`src/rtl/id_scoreboard_pkg.sv`:
```
// Shared definitions for the ID-stage register scoreboard: register address
// width, default pending-counter width and the issue FSM encoding.
package id_scoreboard_pkg;

  localparam int unsigned REG_AW      = 5;
  localparam int unsigned NUM_REGS    = 1 << REG_AW;
  localparam int unsigned CNT_W_DEF   = 2;
  localparam int unsigned STALL_CNT_W = 16;

  typedef enum logic [1:0] {
    ST_RUN   = 2'd0,
    ST_STALL = 2'd1,
    ST_FLUSH = 2'd2
  } sb_state_e;

endpackage

```
`src/rtl/id_scoreboard_sb_cnt.sv`:
```
// Per-register pending-write counter: saturating up/down with a same-cycle
// writeback bypass on the pending flag and an underflow indication.
module sb_cnt #(
  parameter int unsigned CNT_W = 2
) (
  input  logic clk,
  input  logic rst_n,
  input  logic en,
  input  logic inc,
  input  logic dec,
  output logic pending,
  output logic full,
  output logic underflow
);

  localparam logic [CNT_W-1:0] CNT_MAX = '1;
  localparam logic [CNT_W-1:0] CNT_ONE = CNT_W'(1);

  logic [CNT_W-1:0] cnt_q, cnt_d;
  logic             dec_ok;

  always_comb begin
    dec_ok    = dec && (cnt_q != '0);
    underflow = dec && (cnt_q == '0);
    // Still pending after any writeback retiring in this same cycle.
    pending   = (cnt_q != '0) && !(dec && (cnt_q == CNT_ONE));
    full      = (cnt_q == CNT_MAX);
    cnt_d     = cnt_q;
    if (en) begin
      if (inc && !dec_ok && (cnt_q != CNT_MAX)) begin
        cnt_d = cnt_q + CNT_ONE;
      end else if (dec_ok && !inc) begin
        cnt_d = cnt_q - CNT_ONE;
      end
    end
  end

  always_ff @(posedge clk or negedge rst_n) begin
    if (!rst_n) begin
      cnt_q <= '0;
    end else begin
      cnt_q <= cnt_d;
    end
  end

endmodule

```
`src/rtl/id_scoreboard.sv`:
```
// ID-stage register scoreboard: tracks in-flight writes to x1..x31, stalls
// dependent or over-subscribed issues and inserts bubbles on stall and flush.
module id_scoreboard
  import id_scoreboard_pkg::*;
#(
  parameter int unsigned CNT_W = CNT_W_DEF
) (
  input  logic                   clk_in,
  input  logic                   rst_in,
  input  logic                   rdy_in,
  input  logic                   id_valid,
  input  logic                   id_rs1_re,
  input  logic [REG_AW-1:0]      id_rs1,
  input  logic                   id_rs2_re,
  input  logic [REG_AW-1:0]      id_rs2,
  input  logic                   id_rd_we,
  input  logic [REG_AW-1:0]      id_rd,
  input  logic                   wb_valid,
  input  logic [REG_AW-1:0]      wb_rd,
  input  logic                   flush_in,
  output logic                   id_ready,
  output logic                   stall_out,
  output logic                   bubble_out,
  output logic [1:0]             state_out,
  output logic [STALL_CNT_W-1:0] stall_cnt,
  output logic                   wb_err
);

  localparam logic [STALL_CNT_W-1:0] STALL_ONE = STALL_CNT_W'(1);

  sb_state_e              state_q, state_d;
  logic [STALL_CNT_W-1:0] stall_cnt_q, stall_cnt_d;
  logic                   wb_err_q, wb_err_d;

  logic [NUM_REGS-1:0] pend_vec, full_vec, under_vec;
  logic                active, hazard, block, ready_c, stall_c, issue_wr;

  // x0 is never tracked: it is always ready and never reports underflow.
  assign pend_vec[0]  = 1'b0;
  assign full_vec[0]  = 1'b0;
  assign under_vec[0] = 1'b0;

  for (genvar r = 1; r < NUM_REGS; r++) begin : g_reg
    sb_cnt #(.CNT_W(CNT_W)) u_cnt (
      .clk       (clk_in),
      .rst_n     (rst_in),
      .en        (rdy_in),
      .inc       (issue_wr && (id_rd == REG_AW'(r))),
      .dec       (wb_valid && (wb_rd == REG_AW'(r))),
      .pending   (pend_vec[r]),
      .full      (full_vec[r]),
      .underflow (under_vec[r])
    );
  end

  always_comb begin
    active   = rst_in && rdy_in;
    hazard   = (id_rs1_re && pend_vec[id_rs1]) || (id_rs2_re && pend_vec[id_rs2]);
    block    = id_rd_we && full_vec[id_rd];
    ready_c  = active && id_valid && !flush_in && !hazard && !block
               && (state_q != ST_FLUSH);
    stall_c  = active && id_valid && !ready_c && (state_q != ST_FLUSH);
    issue_wr = ready_c && id_rd_we;
  end

  always_comb begin
    state_d     = state_q;
    stall_cnt_d = stall_cnt_q;
    wb_err_d    = wb_err_q;
    if (rdy_in) begin
      if (flush_in) begin
        state_d = ST_FLUSH;
      end else begin
        unique case (state_q)
          ST_RUN:   if (id_valid && (hazard || block)) state_d = ST_STALL;
          ST_STALL: if (!id_valid || ready_c) state_d = ST_RUN;
          default:  state_d = ST_RUN;
        endcase
      end
      if (stall_c && (stall_cnt_q != '1)) begin
        stall_cnt_d = stall_cnt_q + STALL_ONE;
      end
      if (|under_vec) begin
        wb_err_d = 1'b1;
      end
    end
  end

  always_ff @(posedge clk_in or negedge rst_in) begin
    if (!rst_in) begin
      state_q     <= ST_RUN;
      stall_cnt_q <= '0;
      wb_err_q    <= 1'b0;
    end else begin
      state_q     <= state_d;
      stall_cnt_q <= stall_cnt_d;
      wb_err_q    <= wb_err_d;
    end
  end

  assign id_ready   = ready_c;
  assign stall_out  = stall_c;
  assign bubble_out = stall_c || (active && (state_q == ST_FLUSH));
  assign state_out  = state_q;
  assign stall_cnt  = stall_cnt_q;
  assign wb_err     = wb_err_q;

endmodule

```
`config.mk`:
```
export PLATFORM = sky130hd
export DESIGN_NAME = id_scoreboard
export DESIGN_NICKNAME = d
export VERILOG_FILES = /design/src/rtl/id_scoreboard_pkg.sv /design/src/rtl/id_scoreboard_sb_cnt.sv /design/src/rtl/id_scoreboard.sv
export SDC_FILE = /design/constraint.sdc
export NUM_CORES = 1
export LEC_CHECK = 0
export BUFFER_PORTS_ARGS = -buffer_cell sky130_fd_sc_hd__buf_4
export CORE_ASPECT_RATIO = 0.75
export CORE_MARGIN = 2
export CORE_UTILIZATION = 39
export DETAILED_ROUTE_END_ITERATION = 10
export GPL_ROUTABILITY_DRIVEN = 1
export PLACE_DENSITY_LB_ADDON = 0.05
export SETUP_SLACK_MARGIN = 0.3
export SLEW_MARGIN = 30
export SYNTH_ARGS = -nofsm -noshare
export SYNTH_HDL_FRONTEND = slang
export SYNTH_SLANG_ARGS = --single-unit
```
`constraint.sdc`:
```
create_clock -name clk_in -period 2.93 [get_ports clk_in]
set_clock_uncertainty 0.05 [all_clocks]
set_input_delay 0.1465 -clock clk_in [delete_from_list [all_inputs] [get_ports clk_in]]
set_output_delay 0.1465 -clock clk_in [all_outputs]
set_load 0.02 [all_outputs]
```
==> run metrics <==
status complete, but fails checks; failing checks negative setup slack; post-synthesis cell area roughly 8300 sq um; Worst setup SP type flip-flop; DR iter-0 viols 773; multiplexer share of the synthesized area 5.18%; GP Congestion 0.977; Synth Area in XOR/XNOR 5.15%; Yosys reg bits 81; delay-heaviest family, CP compound AO/OA/AOI/OAI gates; Slew Limit Fails 0; total CTS buffers 9; die area 22600 sq um; Adder-Cell Fraction of Synth Area between 10% and 20%; post-synthesis sequential area ratio 24.3%; final wirelength roughly 34000 um; Worst EP arrival between 3 and 4 ns; Via Count 9114; Area Overhead vs Synth 55.1%; wl on met1 15700 um; Ant. Diodes 0; hold_sp flush_in; Filler Cells Inserted between 1500 and 2000; dominant cell type by area after synthesis dfrtp_1; dpl cells ~1500; Post-synth top flop dfrtp_1; Top-Level Pins 51; average size of a mapped cell 8.38 sq um; Clk Latency, worst-skew pair 0.37 ns; Fin Setup TNS -22.79 ns; hold path depth 2; RSZ-0062 raised after global routing true; PnR worst setup slack -0.475 ns; worst r2r path cells 13; Leakage 5.57 nW; wire length on met2 14600 um; Fmax 0.294 GHz; largest cells by area after synthesis dfrtp_1, ha_1, xnor2_1; Clk Tree Root Cell clkbuf_16; antenna-violating nets left 0; Total Nets Final between 1000 and 1500; CTS tree yes; highest routed layer met4; WL/cell 21.2 um; synth cell count leaders ha_1, dfrtp_1, inv_1, nor2_1, nor3_1; Reg clk slew, reported paths 0.06 ns; Hold WC Path Type in -> reg; vias in the first global route about 8600; width of the die ~170 um; Critical Path Most Common Cell nand4_1; Worst Path Class, Setup reg -> reg; worst slew pin tran around 0.73 ns; hpwl dp 25400 um; Core ar. around 21000 sq um; met3 WL post-DR 2470 um; synthesized instance count 995; crit path cell chain ha_4, mux2_4, o2bb2ai_4, o21ai_4, nand4_1, a211oi_4, buf_4, nand4_1, or2_4, buf_12, nor4_4, o21ba_4, o221a_4; Tot GR Track Use between 20 and 30%; Starting Density 39.6%; share of synthesized registers carrying an async set or reset 100%; htree depth 3; Overflow after GRT 0; Compound-Gate Fraction of Synth Area between 10% and 20%; CTS max path bufs 2; Yosys cell types between 80 and 90; Final Non-Filler Cells 1597; Reg-to-Reg End g_reg[29].u_cnt.cnt_q[1]; Max-Cap Viols 0; Vias per Instance 5.71; crit end category flip-flop; Worst EP required 3.13 ns; Total Power 6.30 mW; maximum number of pins on one net before global-route repair 57; post-layout min period 3.40 ns; final hold violations 0; count of buffers from port buffering 50; crit path buf inv count 2; drt drc 0; period utilisation layout 116%; Die Y 131 um; pwr/cell area 487 nW/um^2; number of synthesized flops with an enable pin 0; Max VDD drop 0.333 mV; clk sinks 81; largest family of logic cells by synthesized area simple AND/OR/NAND/NOR gates; syn_nets around 1100; Syn. warnings 0; worst r2r src g_reg[1].u_cnt.cnt_q[0]; global-route wire length before repair 51000 um; Post-Synth Simple-Gate Area 25.3%; initial antenna violation count 0; Row Count 46; Worst Hold End state_out[1]; # setup viols final 82; Slowest-stage cell, CP dfrtp_1; slew margin rel. 51.5%; cell with the most instances after synthesis ha_1; largest stage delay on the critical path 0.43 ns; First-pass DRT Iterations 5; area share of the largest cell type after synthesis 24.3%; flop2flop setup slack -0.47 ns; share of post-route cells with drive strength above 1 between 40% and 50%; CP max FO 6
## stage by stage
step           worst slack [ns]  instance area (sq um)  util, %  hold WS (ns)
5_1_grt                  -0.591                  12900     61.4        0.0405
2_1_floorplan          0.000761                   8540        -        -0.199
3_3_place_gp             -0.631                  10900     51.9         0.275
6_report                 -0.475                  12900     61.4        0.0306
3_5_place_dp             -0.693                  10900     51.9         0.280
4_1_cts                  -0.393                  12500     59.2        0.0184
## timing repair
| item | CTS | global route |
|---|---|---|
| endpoints found under the hold margin | 33 | 0 |
| buffers inserted | 35 | 14 |
| gates resized for setup | 211 | 74 |
| setup endpoints to repair | 82 | 82 |
| pin swaps | 95 | 72 |
| hold buffers | 1 | 0 |
| gates cloned | 2 | 0 |
## report_power, final
part	total [mW]	switching [mW]	leakage, nW	internal, mW
combinational	3.50	1.75	4.40	1.75
sequential	1.57	0.219	1.02	1.35
clock	1.23	0.527	0.142	0.705
## cells by family (layout without fill, tap and decap cells)
logic type | count (synthesis) | in the layout
buf+inv | 129 | 442
mux | 38 | 38
simple gates | 378 | 379
xor+xnor | 49 | 49
compound gates | 226 | 226
flops | 81 | 81
fa+ha+maj | 94 | 94
## sequential cells by signal, summed over array words and instances (netlist names)
| signal | cells |
|---|---|
| g.u_cnt.cnt_q | 62 |
| stall_cnt | 16 |
| state_out | 2 |
| wb_err | 1 |
## final cells by class
class / count / area, sq um / share of cell area (%)
multi-input combinational: 786 / 7040 / 54.4
timing repair buffer: 352 / 2920 / 22.6
sequential: 81 / 2030 / 15.7
tap: 288 / 360 / 2.79
inverter: 75 / 284 / 2.20
clock buffer: 13 / 260 / 2.01
clock inverter: 2 / 37.5 / 0.290
## metal layers
metal	GRT usage, %	vias up
li1	-	4315
met1	41.4	4397
met2	46.0	338
met3	6.71	64
met4	10.4	0
met5	0	-
## worst max-delay path by stage
stage	start	endpoint	depth (start not counted)
6_report	g_reg[1].u_cnt.cnt_q[0]	g_reg[29].u_cnt.cnt_q[1]	13
5_1_grt	g_reg[14].u_cnt.cnt_q[0]	g_reg[29].u_cnt.cnt_q[1]	13
4_1_cts	g_reg[1].u_cnt.cnt_q[0]	g_reg[7].u_cnt.cnt_q[1]	15
3_5_place_dp	wb_rd[3]	g_reg[2].u_cnt.cnt_q[0]	12
3_3_place_gp	wb_rd[0]	g_reg[6].u_cnt.cnt_q[1]	14
2_1_floorplan	g_reg[1].u_cnt.cnt_q[0]	g_reg[2].u_cnt.cnt_q[1]	12
## worst register-to-register path, cell delays in order (launching register included)
cell	delay (ns)
dfrtp_1	0.43
ha_4	0.19
mux2_4	0.29
o2bb2ai_4	0.13
o21ai_4	0.18
nand4_1	0.18
a211oi_4	0.29
buf_4	0.18
nand4_1	0.16
or2_4	0.36
buf_12	0.17
nor4_4	0.29
o21ba_4	0.19
o221a_4	0.20
## placed cells by master, fill, tap and decap left out, drive strengths merged, types with 6 or more instances in the layout
cell	count
a31oi	32
nor3	58
inv	74
o22ai	6
o211ai	8
buf	351
nand2	49
a22oi	13
nor2b	15
nor2	61
a211oi	6
a311oi	14
ha	94
nor3b	9
nand3	45
a2111oi	8
xnor2	47
nand3b	6
dfrtp	81
mux2i	24
clkbuf	13
or4	6
a21boi	9
nand4	21
nand2b	15
a21oi	22
or2	9
o21a	10
and2	11
mux2	11
o21ai	49
o41ai	6
and3	18
nor4	29
Power figures use the tool's default switching activity.
